[src/rtl/fifo_read_packer.sv]
// fifo_read_packer
//
// Pops WIDTH-bit words from a FIFO with an unregistered (show-ahead) read
// port and packs RATIO consecutive words into one wide beat on a
// valid/ready output stream. A flush closes a partial packet early and
// out_keep marks which slots hold captured words.
//
// Ports:
//   clock            rising-edge clock
//   reset            synchronous, active-high reset
//   fifo_empty       FIFO empty flag
//   fifo_read_enable pop request to the FIFO (combinational)
//   fifo_read_data   FIFO head word, valid whenever fifo_empty=0
//   flush            close the current partial packet
//   out_valid        packet available
//   out_ready        downstream accepts the packet
//   out_data         packed data; slot i at [i*WIDTH +: WIDTH], first word in slot 0
//   out_keep         bit i set when slot i holds valid data
module fifo_read_packer #(
    parameter int unsigned WIDTH = 8,
    parameter int unsigned RATIO = 4
) (
    input  logic                     clock,
    input  logic                     reset,
    input  logic                     fifo_empty,
    output logic                     fifo_read_enable,
    input  logic [WIDTH-1:0]         fifo_read_data,
    input  logic                     flush,
    output logic                     out_valid,
    input  logic                     out_ready,
    output logic [WIDTH*RATIO-1:0]   out_data,
    output logic [RATIO-1:0]         out_keep
);

    localparam int unsigned          IDX_W    = $clog2(RATIO + 1);
    localparam logic [IDX_W-1:0]     IDX_LAST = IDX_W'(RATIO - 1);

    localparam logic [0:0] STATE_FILLING = 1'b0;
    localparam logic [0:0] STATE_HOLDING = 1'b1;

    logic [0:0]             state;
    logic [0:0]             state_next;
    logic [IDX_W-1:0]       index;
    logic [IDX_W-1:0]       index_next;
    logic [WIDTH*RATIO-1:0] data_next;
    logic [RATIO-1:0]       keep_next;
    logic                   drain;
    logic                   pop;
    logic                   complete;
    logic                   flush_take;

    assign out_valid = (state == STATE_HOLDING);

    always_comb begin
        drain            = out_valid & out_ready;
        fifo_read_enable = !reset & !fifo_empty & (!out_valid | drain);
        pop              = fifo_read_enable;
        complete         = pop && (index == IDX_LAST);

        // Flush only acts while filling and only if at least one word is
        // already captured (index != 0) or is being popped right now.
        flush_take = flush && (state == STATE_FILLING) && ((index != '0) || pop);

        // A drained packet clears every slot; index is 0 while holding, so a
        // pop in the drain cycle lands in slot 0 of the fresh packet.
        data_next = drain ? '0 : out_data;
        keep_next = drain ? '0 : out_keep;
        for (int unsigned i = 0; i < RATIO; i++) begin
            if (pop && (index == IDX_W'(i))) begin
                data_next[i*WIDTH +: WIDTH] = fifo_read_data;
                keep_next[i]                = 1'b1;
            end
        end

        state_next = state;
        index_next = index;
        if (complete || flush_take) begin
            state_next = STATE_HOLDING;
            index_next = '0;
        end else begin
            if (drain) begin
                state_next = STATE_FILLING;
            end
            if (pop) begin
                index_next = index + 1'b1;
            end
        end
    end

    always_ff @(posedge clock) begin
        if (reset) begin
            state    <= STATE_FILLING;
            index    <= '0;
            out_data <= '0;
            out_keep <= '0;
        end else begin
            state    <= state_next;
            index    <= index_next;
            out_data <= data_next;
            out_keep <= keep_next;
        end
    end

endmodule

[config.mk]
export PLATFORM = sky130hd
export DESIGN_NAME = fifo_read_packer
export DESIGN_NICKNAME = d
export VERILOG_FILES = /design/src/rtl/fifo_read_packer.sv
export SDC_FILE = /design/constraint.sdc
export NUM_CORES = 1
export LEC_CHECK = 0
export ABC_CLOCK_PERIOD_IN_PS = 1970
export BUFFER_PORTS_ARGS = -buffer_cell sky130_fd_sc_hd__buf_2
export CAP_MARGIN = 0
export CORE_ASPECT_RATIO = 1.1
export CORE_UTILIZATION = 50
export DETAILED_ROUTE_END_ITERATION = 7
export PLACE_DENSITY_LB_ADDON = 0.05
export SYNTH_ARGS = -nofsm -noshare
export SYNTH_HDL_FRONTEND = slang
export SYNTH_SLANG_ARGS = --single-unit
[constraint.sdc]
create_clock -name clock -period 1.97 [get_ports clock]
set_input_delay 0 -clock clock [delete_from_list [all_inputs] [get_ports clock]]
set_output_delay 0 -clock clock [all_outputs]
set_load 0.02 [all_outputs]
# --- After elaboration in Yosys (flattened, before gate mapping) ---
# Index checks and enable logic that the tools add are counted.
word_totals:
  register_bits: 40
  in_bits: 13
  out_inout_bits: 38
  word_cells: 50
op_classes:
  n_addsub: 1
  n_eq_ne: 3
  n_mux: 12
  bitwise: 5
  n_reduce_logical: 19
op_table:
  columns: ["op", "n"]
  rows:
  - ["32-bit 2-to-1 mux", 1]
  - ["8-bit 2-to-1 mux", 4]
  - ["2-bit nonzero test", 5]
  - ["3-bit by 2-bit == test with 1-bit output, second input constant", 2]
  - ["1-bit logical AND", 6]
  - ["1-bit 2-to-1 mux", 6]
  - ["4-bit 2-to-1 mux", 1]
  - ["3-bit by 1-bit adder with 3-bit output, second input constant", 1]
  - ["1-bit AND", 3]
  - ["3-bit by 1-bit == test with 1-bit output, second input constant", 1]
  - ["1-bit logical NOT", 3]
  - ["3-bit logical NOT", 1]
  - ["3-bit nonzero test", 1]
  - ["1-bit logical OR", 2]
  - ["2-bit OR reduction", 1]
  - ["1-bit inverter", 1]
  - ["1-bit bitwise OR", 1]

# --- Logic depth before layout (Yosys ltp) ---
depth:
  depth_word: 7
  mapped_depth: 7
  mapped_depth_nobuf: 6

# --- Worst setup path before layout ---
# Ideal clock, no wire load.
synth_timing:
  path_kind: "register to register"
  from: "reg index[0]"
  to: "reg index[2]"
  setup_time_ps: 86
  arrival_ps: 1429
  required_ps: 1884
  path_slack_ps: 456
  path_stages_with_launch: 7
  n_path_buf: 0
  period_less_slack_ps: 1514
  path_cell_list: "dfxtp_1 > ha_1 > ha_1 > nor2b_1 > a211o_1 > o311a_1 > a211oi_1"
synth_between:
  elab_chain_len: 5
  word_cells_on_any_way: 8
  classes_between: "add/sub: 1; eq/ne: 1; reduce/logical: 6"
synth_rtl:
  columns: ["item", "line", "source"]
  rows:
  - ["from (decl)", "43", "logic [IDX_W-1:0] index;"]
  - ["from (signal assigned)", "98", "index <= index_next;"]
  - ["3-bit nonzero test", "62", "flush_take = flush && (state == STATE_FILLING) && ((index != '0) || pop);"]
  - ["1-bit logical OR", "62", null]
  - ["1-bit logical AND", "62", null]
  - ["1-bit logical OR", "77", "if (complete || flush_take) begin"]
  - ["2-bit OR reduction (no line)", null, null]
# Several ways; a longest one is shown, not always the timed one.
# A chain may end at the register's enable or synchronous reset.

# --- Final worst setup path ---
layout_timing:
  from: "reg index[0]"
  to: "reg out_data[31]"
layout_between:
  elab_chain_len: 3
  word_cells_on_any_way: 4
  classes_between: "eq/ne: 1; mux: 1; reduce/logical: 2"
layout_rtl:
  columns: ["item", "line", "source"]
  rows:
  - ["3-bit by 2-bit == test with 1-bit output (*)", "69", "if (pop && (index == IDX_W'(i))) begin"]
  - ["1-bit logical AND (*)", "69", null]
  - ["8-bit 2-to-1 mux / 2-bit nonzero test (equally long branches)", null, null]
  - ["to (signal assigned)", "99", "out_data <= data_next;"]
  - ["to (decl)", "31", "output logic [WIDTH*RATIO-1:0] out_data,"]
# Every way passes the cells marked *; elsewhere a longest branch is shown, timed or not.

==> reports/results.txt <==
synthesized flop and latch total: 40
required time worst endpoint: 2.21 ns
Met2 Wirelength: 1990 um
Final Max Slew Viols: 0
Final nets: 266
period utilization: 84.9%
Crit Path Class: reg -> reg
Synth Instances: 195
number of global-route vias before repair: 1437
Pwr Density: 782 nW/um^2
largest net degree at the start of global routing: 37
WP data arrival: 1.91 ns
Ys Warns: 0
top layer in use: met4
Die Y: 62.3 um
Clock Latency Late Sink: 0.35 ns
Hold Crit Depth: 2
Syn Area/Cell: 8.49 um^2
async set-reset flop share out of synthesis: 0%
Unique masters post-synth: 24
Antenna Cells: 0
Worst-Margin Slew: 0.376 ns
utilization after layout: 65.8%
CTS tree: yes
final hold violations: 0
share of cells above drive strength 1: 25.3%
Syn-to-layout area delta: 23.2%
Place WS: 0.314 ns
cell area after synthesis: 1660 um^2
top-count cell post-synth: dfxtp_1
first-pass GRT wire length: 6470 um
WHS: 0.0281 ns
RePlAce Congestion: 0.784
DRC: 8
WL met1: 1610 um
Max Fanout on Critical Path: 9
All-Layer GR Usage: 24.0%
clk_skew: 0.00604 ns
outcome: complete, but fails checks
prevailing post-synth register cell: dfxtp_1
unrepaired setup endpoints after global routing: no
R2R Setup Slk: 0.30 ns
I/O pin count: 51
initial antenna violation count: 0
Clk pin slew, worst setup/hold paths: 0.12 ns
WL met3: 347 um
average wire per standard cell: 14.1 um
Tmin final: 1.67 ns
number of flops mapped to enable cells by yosys: 0
H-tree level count: 2
hpwl dp: 2750 um
DR vias: 1547
Peak Freq: 0.598 GHz
Min-Delay Endpoint: out_data[16]
max_slew headroom: 74.9%
CTS Buf Count: 5
min-delay src: reset
FP Rows: 21
CP Launch Type: register
maximum vdd drop: 0.000792 V
Max-cap violations: 0
clock root buffer: clkbuf_4
endpoint type of the worst setup path: register
LEAKAGE: 0.000862 uW
r2r startpoint: index[0]
Initial Utilization: 53.4%
Die Footprint: 3540 um^2
core box area: 3100 um^2
Synth Net Count: 213
Avg Vias per Cell: 5.47
GR Overflow Total: 0
first-iteration detailed-routing DRC count: 100
port bufs: 50
Synth area leaders: dfxtp_1, a21oi_1, nand2_1, nand3b_1, nand3_1
clock sinks: 40
WL final: 3990 um
clock buffer depth: 2
Final setup viols: 0
setup_tns: 0 ns
Horiz. Die Dim: 56.9 um
setup slack after layout: 0.298 ns
Yosys top cell area share: 48.4%
CTS resizes: 0
worst hold path class: in -> reg
register area share after synthesis: 48.4%
Final ANT Viol Nets: 0
synth cell count leaders: dfxtp_1, a21oi_1, nand2_1
failing checks: DRC
largest area contributor in the netlist: dfxtp_1
R2R depth: 6
RR Endpoint: out_data[31]
Initial DRT Pass Iterations: 6
[how the worst max path moves through the flow]
| stage | startpoint | endpoint | slack [ns] | cells after the start |
|---|---|---|---|---|
| floorplan | index[0] | index[2] | 0.46 | 6 |
| global placement | index[0] | index[2] | 0.40 | 6 |
| detailed placement | index[0] | out_data[31] | 0.31 | 6 |
| CTS | index[0] | out_data[31] | 0.31 | 6 |
| global route | index[0] | out_data[24] | 0.14 | 6 |
| finish | index[0] | out_data[31] | 0.30 | 6 |
[report_power, final]
group / internal [uW] / total [uW] / switching, uW
registers: 834 / 850 / 15.7
clock network: 265 / 537 / 272
logic: 76.8 / 209 / 133
total: 1180 / 1600 / 420
[stage by stage]
step                total power, uW  std cells  area [um^2]
detailed placement             1070        267         1880
global route                   1670        283         2040
global placement               1060        267         1880
CTS                            1610        283         2040
finish                         1600        283         2040
floorplan                       997        195         1660
[area by class of cell]
type | instances | area (um^2)
Fill cell | 280 | 1060
Clock inverter | 3 | 42.5
Multi-Input combinational cell | 136 | 752
Inverter | 5 | 18.8
Tap cell | 34 | 42.5
Timing Repair Buffer | 60 | 345
Clock buffer | 5 | 37.5
Sequential cell | 40 | 801
[registers in the layout, summed over array words and instances, names as in the netlist]
signal / cells
out_valid: 1
index: 3
out_keep: 4
out_data: 32
[cell families after synthesis]
kind of cell    synth area share [%]
simple gates                    26.5
compound gates                  14.7
flops                           48.4
buf+inv                         6.20
fa+ha+maj                       3.78
xor+xnor                       0.529
[layer usage]
layer,GRT usage (%),vias to the layer above
met1,30.6,711
li1,-,769
met3,6.46,4
met4,10.1,0
met2,38.2,63
met5,0,-
[cell usage in the layout, fill, tap and decap left out, types with 6 or more instances in the layout]
| cell | count |
|---|---|
| nand2_1 | 36 |
| dfxtp_1 | 40 |
| dlygate4sd3_1 | 8 |
| buf_2 | 50 |
| nand3b_1 | 16 |
| nand3_1 | 18 |
| a21oi_1 | 39 |
| nor2_1 | 6 |
[worst max-delay path, cell delays in order, from the launching register on]
cell and delay [ns]:
dfxtp_1 0.41, ha_1 0.17, ha_1 0.15, nor2b_1 0.25, nand3_1 0.31, nand3_1 0.20
a21oi_1 0.08
[what timing repair did]
action / in CTS / in global routing
setup buffers: 0 / 0
hold endpoints to repair: 32 / 0
hold buffers: 8 / 0
Power figures use the tool's default switching activity.
